===== src/rtl/rx_stream_packetizer.sv =====
// Streams one 1032-byte "from radio" UDP payload per grant from the RX I/Q FIFO.
// Optional RXSTREAM_SEQ_CLEAR_EN: clear the sequence counter while idle with run low.
module rx_stream_packetizer #(
  parameter int SAMPLES_PER_FRAME = 63,
  parameter int START_THRESHOLD   = 126,
  parameter int PAYLOAD_LEN       = 1032
) (
  input  logic        clk,
  input  logic        reset_n,
  input  logic        run,
  input  logic        have_ip,
  input  logic        udp_tx_enable,
  output logic        udp_tx_request,
  output logic [7:0]  udp_tx_data,
  output logic [10:0] udp_tx_length,
  input  logic [47:0] rx_data,
  output logic        rx_request,
  input  logic [10:0] rx_length
);

  localparam int          FRAME_LEN = 8 + 8 * SAMPLES_PER_FRAME;
  localparam logic [10:0] LAST      = 11'(PAYLOAD_LEN - 1);

  typedef enum logic [1:0] {IDLE, REQUEST, SEND} state_e;

  state_e      state_q;
  logic [10:0] cnt_q;
  logic [31:0] seq_q;
  logic [39:0] hold_q;
  logic        req_q, rxreq_q;
  logic [7:0]  data_q;

  logic [10:0] nxt, off;
  logic [7:0]  data_d;
  logic        rxreq_d, first_d, start_d;

  // Offset of byte k inside its 512-byte frame (only meaningful for k >= 8).
  function automatic logic [10:0] frame_off(input logic [10:0] k);
    logic [10:0] m;
    m = k - 11'd8;
    return (m >= 11'(FRAME_LEN)) ? m - 11'(FRAME_LEN) : m;
  endfunction

  function automatic logic sample_start(input logic [10:0] k);
    logic [10:0] o;
    o = frame_off(k);
    return (k >= 11'd8) && (k < 11'(PAYLOAD_LEN)) && (o >= 11'd8) && (o[2:0] == 3'd0);
  endfunction

  assign nxt     = cnt_q + 11'd1;
  assign off     = frame_off(nxt);
  assign start_d = run && have_ip && (rx_length >= 11'(START_THRESHOLD));

  always_comb begin
    data_d  = 8'h00;
    first_d = sample_start(nxt);
    rxreq_d = sample_start(nxt + 11'd2);
    if (nxt < 11'd8) begin
      case (nxt[2:0])
        3'd0:    data_d = 8'hEF;
        3'd1:    data_d = 8'hFE;
        3'd2:    data_d = 8'h01;
        3'd3:    data_d = 8'h06;
        3'd4:    data_d = seq_q[31:24];
        3'd5:    data_d = seq_q[23:16];
        3'd6:    data_d = seq_q[15:8];
        default: data_d = seq_q[7:0];
      endcase
    end else if (off < 11'd3) begin
      data_d = 8'h7F;
    end else if (off >= 11'd8) begin
      // The first byte of a sample comes straight off the FIFO; the rest from the hold register.
      case (off[2:0])
        3'd0:    data_d = rx_data[47:40];
        3'd1:    data_d = hold_q[39:32];
        3'd2:    data_d = hold_q[31:24];
        3'd3:    data_d = hold_q[23:16];
        3'd4:    data_d = hold_q[15:8];
        3'd5:    data_d = hold_q[7:0];
        default: data_d = 8'h00;
      endcase
    end
  end

  always_ff @(posedge clk or negedge reset_n) begin
    if (!reset_n) begin
      state_q <= IDLE;
      cnt_q   <= '0;
      seq_q   <= '0;
      hold_q  <= '0;
      req_q   <= 1'b0;
      rxreq_q <= 1'b0;
      data_q  <= 8'h00;
    end else begin
      case (state_q)
        IDLE: begin
          rxreq_q <= 1'b0;
          if (start_d) begin
            state_q <= REQUEST;
            req_q   <= 1'b1;
          end
`ifdef RXSTREAM_SEQ_CLEAR_EN
          if (!run) seq_q <= '0;
`endif
        end
        REQUEST: begin
          if (udp_tx_enable) begin
            state_q <= SEND;
            req_q   <= 1'b0;
            cnt_q   <= '0;
            data_q  <= 8'hEF;
          end
        end
        SEND: begin
          if (cnt_q == LAST) begin
            state_q <= IDLE;
            seq_q   <= seq_q + 32'd1;
            data_q  <= 8'h00;
            rxreq_q <= 1'b0;
          end else begin
            cnt_q   <= nxt;
            data_q  <= data_d;
            rxreq_q <= rxreq_d;
            if (first_d) hold_q <= rx_data[39:0];
          end
        end
        default: state_q <= IDLE;
      endcase
    end
  end

  assign udp_tx_request = req_q;
  assign udp_tx_data    = data_q;
  assign udp_tx_length  = 11'(PAYLOAD_LEN);
  assign rx_request     = rxreq_q;

endmodule


===== config.mk =====
export PLATFORM = sky130hd
export DESIGN_NAME = rx_stream_packetizer
export DESIGN_NICKNAME = d
export VERILOG_FILES = /design/src/rtl/rx_stream_packetizer.sv
export SDC_FILE = /design/constraint.sdc
export NUM_CORES = 1
export LEC_CHECK = 0
export ABC_AREA = 1
export CAP_MARGIN = 20
export CORE_UTILIZATION = 55
export DETAILED_ROUTE_END_ITERATION = 8
export GPL_TIMING_DRIVEN = 0
export PLACE_DENSITY_LB_ADDON = 0.08
export SYNTH_ARGS = -nofsm -noshare
export SYNTH_HDL_FRONTEND = slang
export SYNTH_SLANG_ARGS = --single-unit

===== constraint.sdc =====
create_clock -name clk -period 3.8 [get_ports clk]
set_clock_uncertainty 0.15 [all_clocks]
set_input_delay 0.76 -clock clk [delete_from_list [all_inputs] [get_ports clk]]
set_output_delay 0.76 -clock clk [all_outputs]
set_load 0.02 [all_outputs]

### Yosys cells after proc, flatten, opt, wreduce, memory -nomap -nowiden

Cells that the tools add are included.

| storage, ports and cells | value |
|---|---|
| register bits | 95 |
| latch bits | 0 |
| memory bits (writable) | 0 |
| memory bits (read-only) | 0 |
| input port bits | 64 |
| output and inout port bits | 21 |
| logic and storage cells | 87 |
| memories | 0 |

| operators by class | value |
|---|---|
| $add $sub $neg | 7 |
| multiply operators | 0 |
| div/mod/pow operators | 0 |
| $lt $le $gt $ge | 11 |
| eq/ne operators | 18 |
| shifts and indexed selects | 0 |
| muxes and demuxes | 22 |
| bitwise logic cells | 1 |
| reduce and logical (&&, ||, !) cells | 21 |

Operator list:

| cell | count |
|---|---|
| $pmux W8 S7 | 1 |
| $pmux W8 S6 | 1 |
| $ge A11 B4 Y1 const B | 4 |
| $mux W11 | 4 |
| $mux W8 | 5 |
| $add A32 B1 Y32 const B | 1 |
| $ge A11 B10 Y1 const B | 2 |
| $lt A11 B11 Y1 const B | 2 |
| $pmux W11 S2 | 1 |
| $sub A11 B10 Y11 const B | 2 |
| $sub A11 B4 Y11 const B | 2 |
| $pmux W8 S2 | 1 |
| $eq A3 B3 Y1 const B | 5 |
| $eq A3 B2 Y1 const B | 4 |
| $reduce_and A3 Y1 | 4 |
| $add A11 B1 Y11 const B | 1 |
| $add A11 B2 Y11 const B | 1 |
| $eq A11 B11 Y1 const B | 1 |
| $ge A11 B7 Y1 const B | 1 |
| $lt A11 B2 Y1 const B | 1 |
| $lt A11 B4 Y1 const B | 1 |
| $logic_not A3 Y1 | 3 |
| $logic_and A1 B1 Y1 | 8 |
| $ne A2 B2 Y1 const B | 4 |
| 11 further kinds | 20 |

### Logic depth before layout (Yosys ltp)

| logic depth | value |
|---|---|
| word-level depth | 11 |
| depth in mapped cells | 28 |
| mapped depth without buffers | 28 |

### Worst setup path before layout

OpenSTA, ideal clock, no wires.

| timing path | value |
|---|---|
| path type | register to register |
| start point | register cnt_q[0] |
| end point | register hold_q[14] |
| library setup time | 120 ps |
| data arrival time | 2,883 ps |
| required time | 3,530 ps |
| path slack | 647 ps |
| stages on the path, launching flop included | 22 |
| path buffers | 1 |
| period minus slack after synthesis | 3,153 ps |
| path through | dfrtp_1 > ha_1 > nand3_1 > xor2_2 > nand2_1 > nor2_2 > nand3_2 > nor2_4 > or2_2 > inv_1 > ha_1 > inv_1 > nor2_1 > nand3_1 > nand2_1 > inv_1 > nand2_1 > nand3_4 > nand3_4 > buf_6 > nor2_1 > a21oi_2 |

| between the ends | value |
|---|---|
| word-level cells in the longest chain between the ends | 8 |
| elaborated cells between the ends (all ways) | 15 |
| those cells by class | add/sub (3); order compare (4); eq/ne (1); mux (1); bitwise (1); reduce/logical (5) |

Ends and longest elaborated chain:

| element | RTL line | text |
|---|---|---|
| from (decl) | 27 | `logic [10:0] cnt_q;` |
| from (signal assigned) | 121 | `cnt_q <= nxt;` |
| $add A11 B1 Y11 | 50 | `assign nxt = cnt_q + 11'd1;` |
| $sub A11 B4 Y11 | 40 | `m = k - 11'd8;` |
| $sub A11 B10 Y11 / $ge A11 B10 Y1 (equally long branches) | 41 | `return (m >= 11'(FRAME_LEN)) ? m - 11'(FRAME_LEN) : m;` |
| $mux W11 | 41 |  |
| $ge A11 B4 Y1 | 47 | `return (k >= 11'd8) && (k < 11'(PAYLOAD_LEN)) && (o >= 11'd8) && (o[2:0] == 3'd0);` |
| $logic_and A1 B1 Y1 (2 in a row) | 47 |  |
| $reduce_and A3 Y1 (no source line) (*) | -- |  |
| to (signal assigned) | 124 | `if (first_d) hold_q <= rx_data[39:0];` |
| to (decl) | 29 | `logic [39:0] hold_q;` |

Every way passes the cells marked *; elsewhere a longest branch is shown, timed or not.
A chain may end at the register's enable or synchronous reset.

### Worst setup path in the final report

| timing path | value |
|---|---|
| start point | register cnt_q[0] |
| end point | register hold_q[26] |

The elaborated chain is that of the path after synthesis.

==> impl_metrics.json <==
{
  "preCtsSetupSlack_ps": 3.22,
  "die_h_um": 104,
  "clk_pin_slew_ps": 90,
  "floorplan.initialDensity": 0.577,
  "synth_largest_area_cell": "dfrtp_1",
  "io_pins": 85,
  "core-area_sq_um": 9950,
  "cp.required_ps": 3920,
  "setup.worst_path.end_class": "flip-flop",
  "synth_area_leaders": "dfrtp_1 (41%), nand2_1 (13%), inv_1 (7.1%), xor2_1 (5.2%), nand3_1 (4.4%)",
  "wirelength_um": 14800,
  "cts_buffer_depth": 2,
  "die-area_sq_um": 10900,
  "outcome": "complete, no violations",
  "critical_path.max_fanout": 10,
  "die_width_um": 104,
  "htreeDepth": 3,
  "finalMaxSlewViolations": 0,
  "yosys_warnings": 0,
  "final-hold-violation-count": 0,
  "std_cell_rows": 36,
  "worstPathArrival_ps": 3620,
  "vias": 5347,
  "fin_crit_ps": 3500,
  "synth-seq-cells": 95,
  "fin_ws_ps": 301,
  "p_leak_nw": 3.53,
  "synth_area_sq_um": 5740,
  "clk_latency_ps": 370,
  "drive_above_1_share": 0.106,
  "crit_type": "reg -> reg",
  "maxCapViolations": 0,
  "fin_nets": 926,
  "io_buffers": 72,
  "synth_edf_count": 0,
  "first_global_vias": 5249,
  "cp-start-kind": "flip-flop",
  "fmax_ghz": 0.286,
  "synth_flop_cell": "dfrtp_1",
  "drt-initial-drc-count": 324,
  "diodes": 0,
  "fillerInstances": 842,
  "netlist-cell-type-count": 49,
  "vias_per_cell": 5.43,
  "drt_first_pass_iters": 7,
  "cts_made_buffers": 9,
  "grt_overflow": 0,
  "drc": 0,
  "fin_setup_tns_ps": 0,
  "post-dp-hpwl_um": 11200,
  "ys_seq_area_frac": 0.414,
  "track_usage": 0.285,
  "fin_crit_sh": 0.921,
  "cellPowerDensity_nw_per_um2": 816,
  "grt_max_degree": 51,
  "syn_to_final_growth_pct": 21.6,
  "tightest_slew_ps": 605,
  "drtAntennaViolNets": 0,
  "async_flop_share": 1.00,
  "hold_path_class": "in -> async",
  "finalSetupViolCount": 0,
  "routabilityCongestion": 0.946,
  "postSynthAreaPerCell_sq_um": 7.71,
  "ir_drop_v": 0.000587,
  "max_slew_margin": 0.597,
  "grt_pass1_wl_um": 24700,
  "yosys.area.top_type_share": 0.414,
  "clockRootBuffer": "clkbuf_8",
  "ctsHoldBuffers": 0,
  "routedWlPerCell_um": 15.0,
  "cts_tree": "yes",
  "syn-instance-count": 745,
  "antenna_found_initial": 0,
  "clock-sinks": 95,
  "r2r_cells": 23
}
kinds of logic after synthesis:
group,synth area share
AOI/OAI and AO/OA,0.100
other,0.00131
and+or+nand+nor,0.280
DFF,0.414
adders and majority gates,0.0327
xor gates and xnor gates,0.0651
buffers and inverters,0.105
muxes,0.00196
cells in the final DEF (no fill, tap or decap), types with 3 or more instances in the layout:
cell and count:
a21oi_1 9, a21oi_2 3, a221oi_1 7, buf_4 28, clkbuf_1 6, clkbuf_8 11
clkdlybuf4s50_1 71, clkinv_2 4, conb_1 11, dfrtp_1 93, ha_1 14, inv_1 108
inv_2 6, nand2_1 199, nand2_2 7, nand3_1 49, nand4_1 14, nor2_1 46
nor2_2 6, nor2_4 5, nor3_1 6, nor4_1 6, o211ai_1 3, o21ai_0 11
o21ai_1 38, o22ai_1 14, xnor2_1 5, xor2_1 33
cell usage after synthesis, drive strengths merged (2+ instances only):
cell type  instances
o21ai             49
clkbuf             5
nand3             53
o211ai             3
nand2            206
o2111ai            2
nor2              58
conb               2
dfrtp             95
o22ai             14
ha                15
buf               20
nand3b             2
xor2              36
a31oi              2
inv              114
nor4               8
xnor2              5
clkinv             2
a21oi             12
o31ai              2
nor3               8
a221oi             7
nand4             15
state kept, by name, summed over array words and instances, names as in the netlist:
signal and flops:
udp_tx_data 8, rx_request 1, cnt_q 11, udp_tx_request 1, seq_q 32, state_q 2
hold_q 40
routing by layer:
layer	up-vias	GRT usage	wire length, um
met3	34	0.0426	887
met4	0	0.0847	266
li1	2576	-	-
met1	2535	0.370	6420
met5	-	0	0
met2	202	0.490	7180
power by group:
group          switching, W  internal, W
clock network      0.000348     0.000270
registers          0.000228      0.00133
logic               0.00221      0.00131
total               0.00279      0.00291
final timing paths:
kind / startpoint / slack, ps / end
worst max-delay path: cnt_q[0]$_DFFE_PN0P_ / 300 / hold_q[26]$_DFFE_PN0P_
worst min-delay path: reset_n / 230 / cnt_q[7]$_DFFE_PN0P_
worst max register to register: cnt_q[0]$_DFFE_PN0P_ / 300 / hold_q[26]$_DFFE_PN0P_
worst min register to register: udp_tx_request$_DFFE_PN0P_ / 340 / udp_tx_request$_DFFE_PN0P_
max in group asynchronous: reset_n / 2590 / hold_q[5]$_DFFE_PN0P_
min in group clk: udp_tx_request$_DFFE_PN0P_ / 340 / udp_tx_request$_DFFE_PN0P_
stage by stage:
stage	utilization	hold WS [ps]	cell area, sq um	power, W	cells
final	0.702	233	6980	0.00570	985
after global routing	0.702	288	6980	0.00620	985
after CTS	0.690	259	6870	0.00553	976
after detailed placement	0.672	320	6690	0.00490	960
after global placement	0.670	311	6670	0.00475	959
after floorplan	-	292	5780	0.00399	754
repair_timing:
item,CTS,global route
resized for setup,1,13
hold endpoints to repair,0,0
endpoints found under the setup margin,1,49
setup buffers,0,9
pin swaps,0,9
critical path, stage by stage, from the launching register on:
cell and delay [ps]:
dfrtp_2 430, ha_2 230, nand2_2 100, nor2_2 150
nand2_1 100, nand2_1 60, nand2_1 130, nor2_4 220
nand3_2 130, nor2_4 230, or2_2 160, inv_1 50
ha_1 190, inv_1 50, nor2_1 40, nand3_1 80
nand2_1 60, inv_1 50, nand2_1 90, nand3_4 150
nand3_4 160, buf_6 190, nor2_1 130, a21oi_2 40
layout make-up:
type	instances	area, sq um	area share
Buffer	25	169	0.0242
Clock buffer	12	155	0.0222
Clock inverter	4	20.0	0.00287
Inverter	116	435	0.0623
Multi-Input combinational cell	518	2850	0.407
Sequential cell	95	2380	0.341
Tap cell	133	166	0.0238
Timing Repair Buffer	82	813	0.116
(Power assumes the default switching activity.)
